$ cat src/rtl/vend_pkg.sv
// Shared types and constants for the vending controller.
// Coin values are expressed in cents at the credit register width.
package vend_pkg;

    localparam int CREDIT_W = 7;

    typedef enum logic [1:0] {
        CREDIT = 2'd0,
        VEND   = 2'd1,
        CHANGE = 2'd2
    } vend_state_t;

    localparam logic [CREDIT_W-1:0] NICKEL_C  = 7'd5;
    localparam logic [CREDIT_W-1:0] DIME_C    = 7'd10;
    localparam logic [CREDIT_W-1:0] QUARTER_C = 7'd25;

endpackage

$ cat src/rtl/vend_if.sv
// Bundle of coin, select, dispenser and change-ejector signals around the controller.
// master = controller side, slave = coin front end / mechanisms side.
interface vend_if;

    logic nickel;
    logic dime;
    logic quarter;
    logic sel_a;
    logic sel_b;
    logic cancel;

    // Dispenser: vend_req stays high until vend_done is sampled high.
    // Change ejector: a nickel moves on every rising edge where chg_valid and
    // chg_ready are both high; chg_valid never drops before that transfer.
    logic vend_req;
    logic vend_item;
    logic vend_done;
    logic chg_valid;
    logic chg_ready;

    logic [vend_pkg::CREDIT_W-1:0] credit;
    logic                          reject;
    vend_pkg::vend_state_t         state;

    modport master (
        input  nickel, dime, quarter, sel_a, sel_b, cancel, vend_done, chg_ready,
        output vend_req, vend_item, chg_valid, credit, reject, state
    );

    modport slave (
        output nickel, dime, quarter, sel_a, sel_b, cancel, vend_done, chg_ready,
        input  vend_req, vend_item, chg_valid, credit, reject, state
    );

endinterface

$ cat src/rtl/vend_coin_arb.sv
// Combinational coin arbiter: picks one coin (quarter > dime > nickel), looks up
// its value and decides whether it fits under the credit ceiling.
module vend_coin_arb
    import vend_pkg::*;
#(
    parameter int MAX_CREDIT = 100
) (
    input  logic                nickel,
    input  logic                dime,
    input  logic                quarter,
    input  logic [CREDIT_W-1:0] credit,
    output logic                any_coin,
    output logic                accept,
    output logic                reject,
    output logic [CREDIT_W-1:0] value
);

    logic            multi;
    logic [CREDIT_W:0] sum;

    always_comb begin
        value = '0;
        if (quarter)     value = QUARTER_C;
        else if (dime)   value = DIME_C;
        else if (nickel) value = NICKEL_C;
    end

    assign any_coin = nickel | dime | quarter;
    assign multi    = (nickel & dime) | (nickel & quarter) | (dime & quarter);

    // One bit wider than credit so the ceiling compare cannot wrap.
    assign sum    = {1'b0, credit} + {1'b0, value};
    assign accept = any_coin & (sum <= (CREDIT_W+1)'(MAX_CREDIT));
    assign reject = any_coin & (~accept | multi);

endmodule

$ cat src/rtl/vend_controller.sv
// Vending controller: credit accumulation, product vend handshake and
// nickel-by-nickel change payout, all outputs registered.
module vend_controller
    import vend_pkg::*;
#(
    parameter int PRICE_A    = 15,
    parameter int PRICE_B    = 25,
    parameter int MAX_CREDIT = 100
) (
    input logic   clk,
    input logic   rst,
    vend_if.master bus
);

    localparam logic [CREDIT_W-1:0] PRICE_A_C = CREDIT_W'(PRICE_A);
    localparam logic [CREDIT_W-1:0] PRICE_B_C = CREDIT_W'(PRICE_B);

    vend_state_t         state;
    logic [CREDIT_W-1:0] credit;
    logic                vend_req;
    logic                vend_item;
    logic                chg_valid;
    logic                reject;

    logic                any_coin;
    logic                coin_accept;
    logic                coin_reject;
    logic [CREDIT_W-1:0] coin_value;

    vend_coin_arb #(.MAX_CREDIT(MAX_CREDIT)) u_coin_arb (
        .nickel   (bus.nickel),
        .dime     (bus.dime),
        .quarter  (bus.quarter),
        .credit   (credit),
        .any_coin (any_coin),
        .accept   (coin_accept),
        .reject   (coin_reject),
        .value    (coin_value)
    );

    always_ff @(posedge clk) begin
        if (rst) begin
            state     <= CREDIT;
            credit    <= '0;
            vend_req  <= 1'b0;
            vend_item <= 1'b0;
            chg_valid <= 1'b0;
            reject    <= 1'b0;
        end else begin
            // Coins are refused everywhere except the plain coin path below.
            reject <= any_coin;
            case (state)
                CREDIT: begin
                    if (bus.cancel) begin
                        if (credit != '0) begin
                            state     <= CHANGE;
                            chg_valid <= 1'b1;
                        end
                    end else if (any_coin) begin
                        reject <= coin_reject;
                        if (coin_accept) credit <= credit + coin_value;
                    end else if (bus.sel_a && credit >= PRICE_A_C) begin
                        credit    <= credit - PRICE_A_C;
                        vend_item <= 1'b0;
                        vend_req  <= 1'b1;
                        state     <= VEND;
                    end else if (bus.sel_b && credit >= PRICE_B_C) begin
                        credit    <= credit - PRICE_B_C;
                        vend_item <= 1'b1;
                        vend_req  <= 1'b1;
                        state     <= VEND;
                    end
                end
                VEND: begin
                    if (bus.vend_done) begin
                        vend_req <= 1'b0;
                        if (credit != '0) begin
                            state     <= CHANGE;
                            chg_valid <= 1'b1;
                        end else begin
                            state <= CREDIT;
                        end
                    end
                end
                CHANGE: begin
                    if (chg_valid && bus.chg_ready) begin
                        credit <= credit - NICKEL_C;
                        if (credit == NICKEL_C) begin
                            chg_valid <= 1'b0;
                            state     <= CREDIT;
                        end
                    end
                end
                default: state <= CREDIT;
            endcase
        end
    end

    assign bus.credit    = credit;
    assign bus.vend_req  = vend_req;
    assign bus.vend_item = vend_item;
    assign bus.chg_valid = chg_valid;
    assign bus.reject    = reject;
    assign bus.state     = state;

endmodule

$ cat src/flat_wrapper.sv
// flat-port wrapper written by rule: the top's interface ports become plain ports
module vend_controller_flat import vend_pkg::*;
#(
    parameter int PRICE_A    = 15,
    parameter int PRICE_B    = 25,
    parameter int MAX_CREDIT = 100
)
  (clk, rst, bus_nickel, bus_dime, bus_quarter, bus_sel_a, bus_sel_b, bus_cancel, bus_vend_done, bus_chg_ready, bus_vend_req, bus_vend_item, bus_chg_valid, bus_credit, bus_reject, bus_state);
  vend_if bus_i ();
  input logic clk;
  input logic rst;
  input wire logic [$bits(bus_i.nickel)-1:0] bus_nickel;
  input wire logic [$bits(bus_i.dime)-1:0] bus_dime;
  input wire logic [$bits(bus_i.quarter)-1:0] bus_quarter;
  input wire logic [$bits(bus_i.sel_a)-1:0] bus_sel_a;
  input wire logic [$bits(bus_i.sel_b)-1:0] bus_sel_b;
  input wire logic [$bits(bus_i.cancel)-1:0] bus_cancel;
  input wire logic [$bits(bus_i.vend_done)-1:0] bus_vend_done;
  input wire logic [$bits(bus_i.chg_ready)-1:0] bus_chg_ready;
  output wire logic [$bits(bus_i.vend_req)-1:0] bus_vend_req;
  output wire logic [$bits(bus_i.vend_item)-1:0] bus_vend_item;
  output wire logic [$bits(bus_i.chg_valid)-1:0] bus_chg_valid;
  output wire logic [$bits(bus_i.credit)-1:0] bus_credit;
  output wire logic [$bits(bus_i.reject)-1:0] bus_reject;
  output wire logic [$bits(bus_i.state)-1:0] bus_state;
  assign bus_i.nickel = bus_nickel;
  assign bus_i.dime = bus_dime;
  assign bus_i.quarter = bus_quarter;
  assign bus_i.sel_a = bus_sel_a;
  assign bus_i.sel_b = bus_sel_b;
  assign bus_i.cancel = bus_cancel;
  assign bus_i.vend_done = bus_vend_done;
  assign bus_i.chg_ready = bus_chg_ready;
  assign bus_vend_req = bus_i.vend_req;
  assign bus_vend_item = bus_i.vend_item;
  assign bus_chg_valid = bus_i.chg_valid;
  assign bus_credit = bus_i.credit;
  assign bus_reject = bus_i.reject;
  assign bus_state = bus_i.state;
  vend_controller #(.PRICE_A(PRICE_A), .PRICE_B(PRICE_B), .MAX_CREDIT(MAX_CREDIT)) u_core (.clk(clk), .rst(rst), .bus(bus_i));
endmodule
$ cat config.mk
export PLATFORM = sky130hd
export DESIGN_NAME = vend_controller_flat
export DESIGN_NICKNAME = d
export VERILOG_FILES = /design/src/rtl/vend_pkg.sv /design/src/rtl/vend_if.sv /design/src/rtl/vend_coin_arb.sv /design/src/rtl/vend_controller.sv /design/src/flat_wrapper.sv
export SDC_FILE = /design/constraint.sdc
export NUM_CORES = 1
export LEC_CHECK = 0
export ABC_AREA = 1
export CORE_AREA = 2 2 56 58
export DETAILED_ROUTE_END_ITERATION = 6
export DIE_AREA = 0 0 58 60
export PLACE_DENSITY = 0.91
export SLEW_MARGIN = 20
export SYNTH_ARGS = -nofsm -noshare
export SYNTH_HDL_FRONTEND = slang
export SYNTH_SLANG_ARGS = --single-unit
export TNS_END_PERCENT = 10
$ cat constraint.sdc
create_clock -name clk -period 5.42 [get_ports clk]
set_input_delay 0.542 -clock clk [delete_from_list [all_inputs] [get_ports clk]]
set_output_delay 0.542 -clock clk [all_outputs]
set_load 0.05 [all_outputs]
==> run summary, run 1 <==
drt wl/cell: 12.5 microns
drt first pass iters: 4
vias in the first global route: 1472
die area: 0.00348 sq mm
post-synth cell types: 32
DR vias: 1722
Die X: 58 microns
Max clock buf depth: 2
Slew Limit Headroom: 63.8%
Post-CTS Setup Inserts: 0
Hold WC Path Type: register to register
final core occ: 61.6%
reg2reg path depth: 15
fin nets: 306
Tcrit/Tclk final: 54.9%
Setup crit end kind: register
Syn-to-layout area delta: 14.1%
main flop type after synthesis: dfxtp_1
worst path cell trace: clkdlybuf4s50_1 -> nor2_1 -> nor2_1 -> ha_1 -> fa_1 -> xor2_1 -> o21ai_0 -> nand3_1 -> nand3_1 -> nand2_1 -> nand2_2 -> nand2_1 -> nand2_1 -> nand2_1 -> nor2_1
most instantiated library cell after synthesis: nand2_1
crit start category: primary input
f_max: 336 MHz
overall global routing resource usage: 25.0%
pwr/cell area: 569 mW/mm^2
# DRC: 0
Crit path arrival time: 3.16 ns
total grt overflow: 0
clock skew: 0.00599 ns
Final Wtd Congestion: 0.921
CP max stage delay: 0.50 ns
WS Path Type: primary input to register
Worst Hold End: u_core.bus.vend_item
Worst R2R Setup Slack: 3.10 ns
Final TNS setup: 0 ns
CTS Sinks: 13
clock latency on the worst-skew pair: 0.28 ns
Critical Path Source: bus_quarter
Ys Warns: 0
Slew @ Worst Pin: 0.543 ns
leakage power: 0.000926 uW
outcome: complete, no violations
Initial Util: 53.9%
Resized cells post-CTS: 0
H-tree Lvls: 1
RSZ-0062 raised after global routing: false
clk slew on worst S/H paths: 0.08 ns
vias per inst: 5.40
total CTS buffers: 3
Fin. Hold Viols: 0
I/O pins: 23
syn avg cell area: 5.88 sq um
Yosys top cell area share: 20.4%
largest net degree at the start of global routing: 14
Inserted Diodes: 0
drt total wl: 4000 microns
sequential area share after synthesis: 16.6%
share of cells above drive strength 1: 5.24%
area leader, netlist: nand2_1
Core Region: 0.00290 sq mm
Post-synth EDFFs: 0
CTS tree: done
drt first-iter violations: 81
crit-path most repeated cell: nand2_1
Tmin final: 2.98 ns
CTS root buffer: clkbuf_4
Synth Net Count: 285
Post-synth top cells: nand2_1, inv_1, nor2_1
Die Ht: 60 microns
peak supply drop: 0.000392 V
Detail Route Antenna Nets: 0
cts hold-fix bufs: 0
worst-path fanout max: 13
Pins Over Slew Limit: 0
post-DP HPWL: 3140 microns
hold depth: 2
Async S/R FF share, synth: 0%
initial antenna violation count: 0
first-pass GRT wire length: 6730 microns
setup violators final: 0
Synth Instances: 266
FF-to-FF Start: u_core.bus.credit[4]
port bufs: 22
slowest CP cell: clkdlybuf4s50_1
CP required: 5.60 ns
Syn Std Cell Area: 0.00157 sq mm
Worst R2R End: u_core.bus.credit[0]
ranking of synthesized cells by area: nand2_1, dfxtp_1, inv_1
register bit count reported by yosys: 13
# rows: 20
max-cap viol count: 0
Hold Crit Start: u_core.bus.vend_item
## cell usage in the layout, fill, tap and decap left out, types with 3 or more instances in the layout
cell type / synthesis / routed
o21ai_0: 9 / 9
a31oi_1: 5 / 5
xor2_1: 8 / 8
clkbuf_4: 0 / 3
clkdlybuf4s50_1: 0 / 22
nand4_1: 4 / 4
ha_1: 8 / 8
inv_1: 34 / 34
dfxtp_1: 13 / 13
nor2_1: 31 / 31
nand2_1: 85 / 85
a21oi_1: 19 / 19
nand3_1: 22 / 22
## final cells by class
type,count,area [sq um]
Inverter,37,139
Sequential cell,13,260
Tap cell,33,41.3
Multi-Input combinational cell,210,1100
Timing Repair Buffer,22,220
Clock buffer,4,26.3
Fill cell,282,1120
## metrics by stage
step / hold WS, ns / std cells / setup slack (ns) / total power (uW) / cell area [sq um]
floorplan: 0.611 / 266 / 2.96 / 790 / 1570
global placement: 0.437 / 315 / 2.37 / 932 / 1760
detailed placement: 0.443 / 315 / 2.20 / 944 / 1760
CTS: 0.454 / 319 / 2.49 / 1010 / 1790
global route: 0.469 / 319 / 2.25 / 1120 / 1790
finish: 0.449 / 319 / 2.44 / 1020 / 1790
## worst max-delay path by stage
| stage | depth (start not counted) | end |
|---|---|---|
| after detailed placement | 16 | u_core.bus.credit[0] |
| after global routing | 16 | u_core.bus.credit[0] |
| after global placement | 16 | u_core.bus.credit[0] |
| after floorplan | 14 | u_core.bus.credit[1] |
| after CTS | 16 | u_core.bus.credit[0] |
| final | 15 | u_core.bus.credit[0] |
## critical path: cells and delay by family
kind	cells	cell delay (ns)
AO/OA/AOI/OAI	1	0.13
XOR/XNOR	1	0.22
adder cells (fa/ha/maj)	2	0.66
buffers and inverters	1	0.50
AND/OR/NAND/NOR	10	1.10
## metal layers
| metal | GRT usage (%) | share of wire [%] |
|---|---|---|
| met2 | 41.4 | 45 |
| met5 | 0 | 0 |
| met4 | 6.31 | 1.4 |
| met1 | 34.6 | 44 |
| met3 | 2.81 | 9.6 |
## report_power, final
group | internal, uW | switching, uW
registers | 125 | 78.1
clock network | 28.6 | 32.3
logic | 271 | 480
total | 425 | 591
## state kept, by name, summed over array words and instances (netlist names)
name,cells
u_core.bus.reject,1
u_core.bus.state,2
u_core.bus.vend_item,1
u_core.bus.vend_req,1
u_core.bus.chg_valid,1
u_core.bus.credit,7
## cells by family after synthesis
kind of cell    after synthesis  share of synthesized area, %
fa+ha+maj                     9                          7.67
flops                        13                          16.6
simple gates                151                          42.0
compound gates               41                          15.6
buf+inv                      43                          13.1
xor+xnor                      9                          5.04
No activity file was read; power rests on OpenSTA's default activity.
==> inputs of run 2 (changes only) <==
Settings changed: CORE_AREA 2 2 56 58 to 2 2 57 59, DIE_AREA 0 0 58 60 to 0 0 59 61, PLACE_DENSITY 0.91 to 0.89.
Clock period 5.42 ns to 2.8 ns, I/O delays scaled along.
==> run summary, run 2 (synthesis gave the netlist of run 1 again) <==
port bufs: 22
overall global routing resource usage: 23.9%
outcome: complete, no violations
Resized cells post-CTS: 0
# DRC: 0
Core Region: 0.00295 sq mm
Hold Crit Start: u_core.bus.vend_item
Slew Limit Headroom: 66.3%
Initial Util: 53.0%
Tcrit/Tclk final: 89.2%
Final Cell Area: 0.00182 sq mm
vias in the first global route: 1496
Final Wtd Congestion: 0.960
hold depth: 2
slowest CP cell: clkdlybuf4s50_1
Die Ht: 61 microns
Die X: 59 microns
area of the multi-input gates: 0.00110 sq mm
RSZ-0062 raised after global routing: false
Inserted Diodes: 0
pwr/cell area: 1100 mW/mm^2
Post-CTS Setup Inserts: 0
Final TNS setup: 0 ns
post-DP HPWL: 3280 microns
most frequent cells in the layout: nand2_1, inv_1, nor2_1
clock latency on the worst-skew pair: 0.28 ns
# rows: 20
peak supply drop: 0.000640 V
Critical Path Source: bus_quarter
crit start category: primary input
total power: 1990 uW
largest net degree at the start of global routing: 14
Filler cells: 277
Slew @ Worst Pin: 0.504 ns
worst-path fanout max: 13
f_max: 400 MHz
Fin. Hold Viols: 0
commonest non-fill, non-tap cell in the layout: nand2_1
clk slew on worst S/H paths: 0.08 ns
clock skew: 0.00614 ns
I/O pins: 23
cts hold-fix bufs: 0
max-cap viol count: 0
Post-DP Area: 0.00179 sq mm
leakage power: 0.000947 uW
drt wl/cell: 12.7 microns
fin nets: 310
hold slack: 0.448 ns
first-pass GRT wire length: 6590 microns
Pins Over Slew Limit: 0
die area: 0.00360 sq mm
setup violators final: 0
drt first-iter violations: 79
Tmin final: 2.50 ns
DR vias: 1744
CTS root buffer: clkbuf_4
Hold WC Path Type: register to register
Detail Route Antenna Nets: 0
Max clock buf depth: 2
reg2reg path depth: 15
drt first pass iters: 5
initial antenna violation count: 0
Largest register FFs: 7
total grt overflow: 0
WS Path Type: primary input to register
share of cells above drive strength 1: 6.55%
sequential cell area: 260 sq um
crit-path most repeated cell: nand2_1
CP required: 2.99 ns
Syn-to-layout area delta: 16.1%
CTS tree: done
CTS Sinks: 13
H-tree Lvls: 1
Top Registers: u_core.bus.credit (7), u_core.bus.state (2)
Setup crit end kind: register
Most flops, register: u_core.bus.credit
total CTS buffers: 3
Crit path arrival time: 2.68 ns
worst path cell trace: clkdlybuf4s50_1 -> nor2_1 -> nor2_1 -> ha_1 -> fa_1 -> nand3_1 -> nand3_1 -> nand2_1 -> nand2_1 -> nand3_1 -> nand3_1 -> nand2_1 -> nand2_2 -> nand2_1 -> nand2_1 -> nand2_1 -> nor2_1
CP max stage delay: 0.49 ns
drt total wl: 4100 microns
final core occ: 61.5%
vias per inst: 5.40
FF-to-FF Start: u_core.bus.credit[2]
## run 2: cell count changes in the layout (fill, tap and decap cells not counted), sizes merged
cell / delta
buf: +4
## run 2: routing by layer
metal | wire length [microns] | GRT usage [%]
met3 | 281 | 1.49
met4 | 48 | 6.17
met2 | 1880 | 41.6
met5 | 0 | 0
met1 | 1890 | 32.3
## run 2: critical path, delay by kind of cell
kind | cells | cell delay, ns
and+or+nand+nor | 14 | 1.27
buffers and inverters | 1 | 0.49
adders and majority gates | 2 | 0.63
## run 2: worst paths after layout
check	endpoint	slack, ns
setup / recovery	u_core.bus.credit[0]	0.30
hold / removal	u_core.bus.vend_item	0.45
setup reg to reg	u_core.bus.credit[0]	0.56
hold reg to reg	u_core.bus.vend_item	0.45
## run 2: stage by stage
stage | cells | worst slack [ns]
after floorplan | 266 | 0.513
after CTS | 323 | 0.332
after global placement | 319 | 0.117
after detailed placement | 319 | 0.0417
after global routing | 323 | 0.0408
final | 323 | 0.303
## run 2: final cells by class
cell class	instances	area share [%]
repair buffers	26	13.8
clock buffers	4	1.45
inverters	37	7.64
well taps	33	2.27
multi-input cells	210	60.5
flip-flops and latches	13	14.3
## run 2: where the power goes
group	total, uW	switching [uW]	leakage, uW	internal, uW
registers	354	111	0.000107	243
logic	1520	977	0.000825	543
clock network	118	62.3	0.0000150	55.3
total	1990	1150	0.000947	841
==> inputs of run 3 (changes only) <==
==> constraint.sdc (replaced) <==
create_clock -name clk -period 2.8 [get_ports clk]
set_input_delay 0.56 -clock clk [delete_from_list [all_inputs] [get_ports clk]]
set_output_delay 0.56 -clock clk [all_outputs]
set_load 0.05 [all_outputs]
==> run summary, run 3 (synthesis gave the netlist of run 1 again) <==
setup violators final: 0
f_max: 384 MHz
Syn-to-layout area delta: 22.8%
Fin. Hold Viols: 0
sequential cell area: 260 sq um
CTS Sinks: 13
# rows: 20
CTS root buffer: clkbuf_4
Combinational Power Share: 77.6%
fin nets: 318
die area: 0.00360 sq mm
peak supply drop: 0.000684 V
post-DP HPWL: 3130 microns
largest net degree at the start of global routing: 14
area of the multi-input gates: 0.00114 sq mm
Detail Route Antenna Nets: 0
sequential power share: 17.1%
port bufs: 22
total grt overflow: 0
Setup crit end kind: register
drt first-iter violations: 100
Final Cell Area: 0.00192 sq mm
clock latency on the worst-skew pair: 0.27 ns
Clock power frac: 5.3%
H-tree Lvls: 1
Initial Util: 53.0%
overall global routing resource usage: 24.0%
crit start category: primary input
vias per inst: 5.59
Die Ht: 61 microns
hold slack: 0.450 ns
Worst R2R Setup Slack: 0.68 ns
Cell Count Post-Placement: 327
sw frac: 56.4%
share of cells above drive strength 1: 11.4%
I/O pins: 23
total CTS buffers: 3
Slew Limit Headroom: 63.7%
Tmin final: 2.61 ns
drt first pass iters: 4
worst-path fanout max: 13
commonest non-fill, non-tap cell in the layout: nand2_1
first-pass GRT wire length: 6690 microns
max-cap viol count: 0
Most flops, register: u_core.bus.credit
Internal Pwr Total: 907 uW
Die X: 59 microns
CTS tree: done
Post-DP Area: 0.00185 sq mm
Slew @ Worst Pin: 0.544 ns
total power: 2080 uW
most frequent cells in the layout: nand2_1, inv_1, nor2_1
Inserted Diodes: 0
drt total wl: 4190 microns
pwr/cell area: 1080 mW/mm^2
Largest register FFs: 7
Top Registers: u_core.bus.credit (7), u_core.bus.state (2)
clock skew: 0.00272 ns
Filler cells: 265
Final Wtd Congestion: 0.895
CP required: 2.97 ns
Pins Over Slew Limit: 0
final core occ: 65.1%
Core Region: 0.00295 sq mm
final non-filler cell total: 331
drt wl/cell: 12.6 microns
Crit path arrival time: 2.77 ns
Hold WC Path Type: register to register
clk slew on worst S/H paths: 0.07 ns
Post-CTS Setup Inserts: 0
# DRC: 0
DR vias: 1851
switching pwr: 1170 uW
vias in the first global route: 1531
leakage power: 0.000998 uW
Max clock buf depth: 2
Tcrit/Tclk final: 93.1%
initial antenna violation count: 0
WS Path Type: primary input to register
outcome: complete, no violations
run 3: changes by cell type in the layout (fill, tap and decap cells not counted), moves of 2 or more:
cell / delta
ha_4: +2
nor2_2: +3
nor2_1: -3
buf_4: +8
ha_1: -2
run 3: what timing repair did:
item,CTS,global route
hold buffers,0,0
setup endpoints to repair,0,8
gates resized for setup,0,11
run 3: final timing paths:
check,depth (start not counted),startpoint,to
worst min-delay path,2,u_core.bus.vend_item,u_core.bus.vend_item
worst max register to register,13,u_core.bus.credit[3],u_core.bus.credit[0]
worst max-delay path,18,bus_dime,u_core.bus.credit[0]
worst min register to register,2,u_core.bus.vend_item,u_core.bus.vend_item
run 3: routing by layer:
metal,up-vias,wire (microns),track usage [%]
met1,821,1860,34.4
li1,918,-,-
met3,11,356,3.84
met5,-,0,0
met4,0,83,6.17
met2,101,1890,37.8
run 3: worst max-delay path, stage by stage:
cell,delay [ns]
clkdlybuf4s50_1,0.48
inv_1,0.05
nor2_2,0.09
nor2_1,0.05
ha_1,0.20
fa_2,0.37
nand3_1,0.10
nand3_1,0.08
nand2_1,0.06
nand2_1,0.07
nand3_1,0.09
nand3_1,0.10
nand2_2,0.10
nand2_4,0.11
nand2_1,0.11
nand2_1,0.05
nand2_1,0.06
nor2_1,0.04
run 3: area by class of cell:
| cell class | instances | share of cell area [%] |
|---|---|---|
| Multi-Input combinational cell | 210 | 59.4 |
| Timing Repair Buffer | 34 | 16.3 |
| Sequential cell | 13 | 13.5 |
| Inverter | 37 | 7.23 |
| Tap cell | 33 | 2.15 |
| Clock buffer | 4 | 1.37 |
run 3: power groups by stage:
stage	logic (uW)	registers [uW]	clock network (uW)
2_1_floorplan	1030	505	0
3_3_place_gp	1540	350	0
3_5_place_dp	1550	351	0
4_1_cts	1560	347	115
5_1_grt	1780	363	124
6_report	1620	355	110
run 3: metrics by stage:
step | TNS (ns) | worst slack, ns
finish | 0 | 0.193
global route | -0.00997 | -0.00667
CTS | 0 | 0.0703
detailed placement | -1.32 | -0.224
global placement | -0.713 | -0.131
floorplan | 0 | 0.327
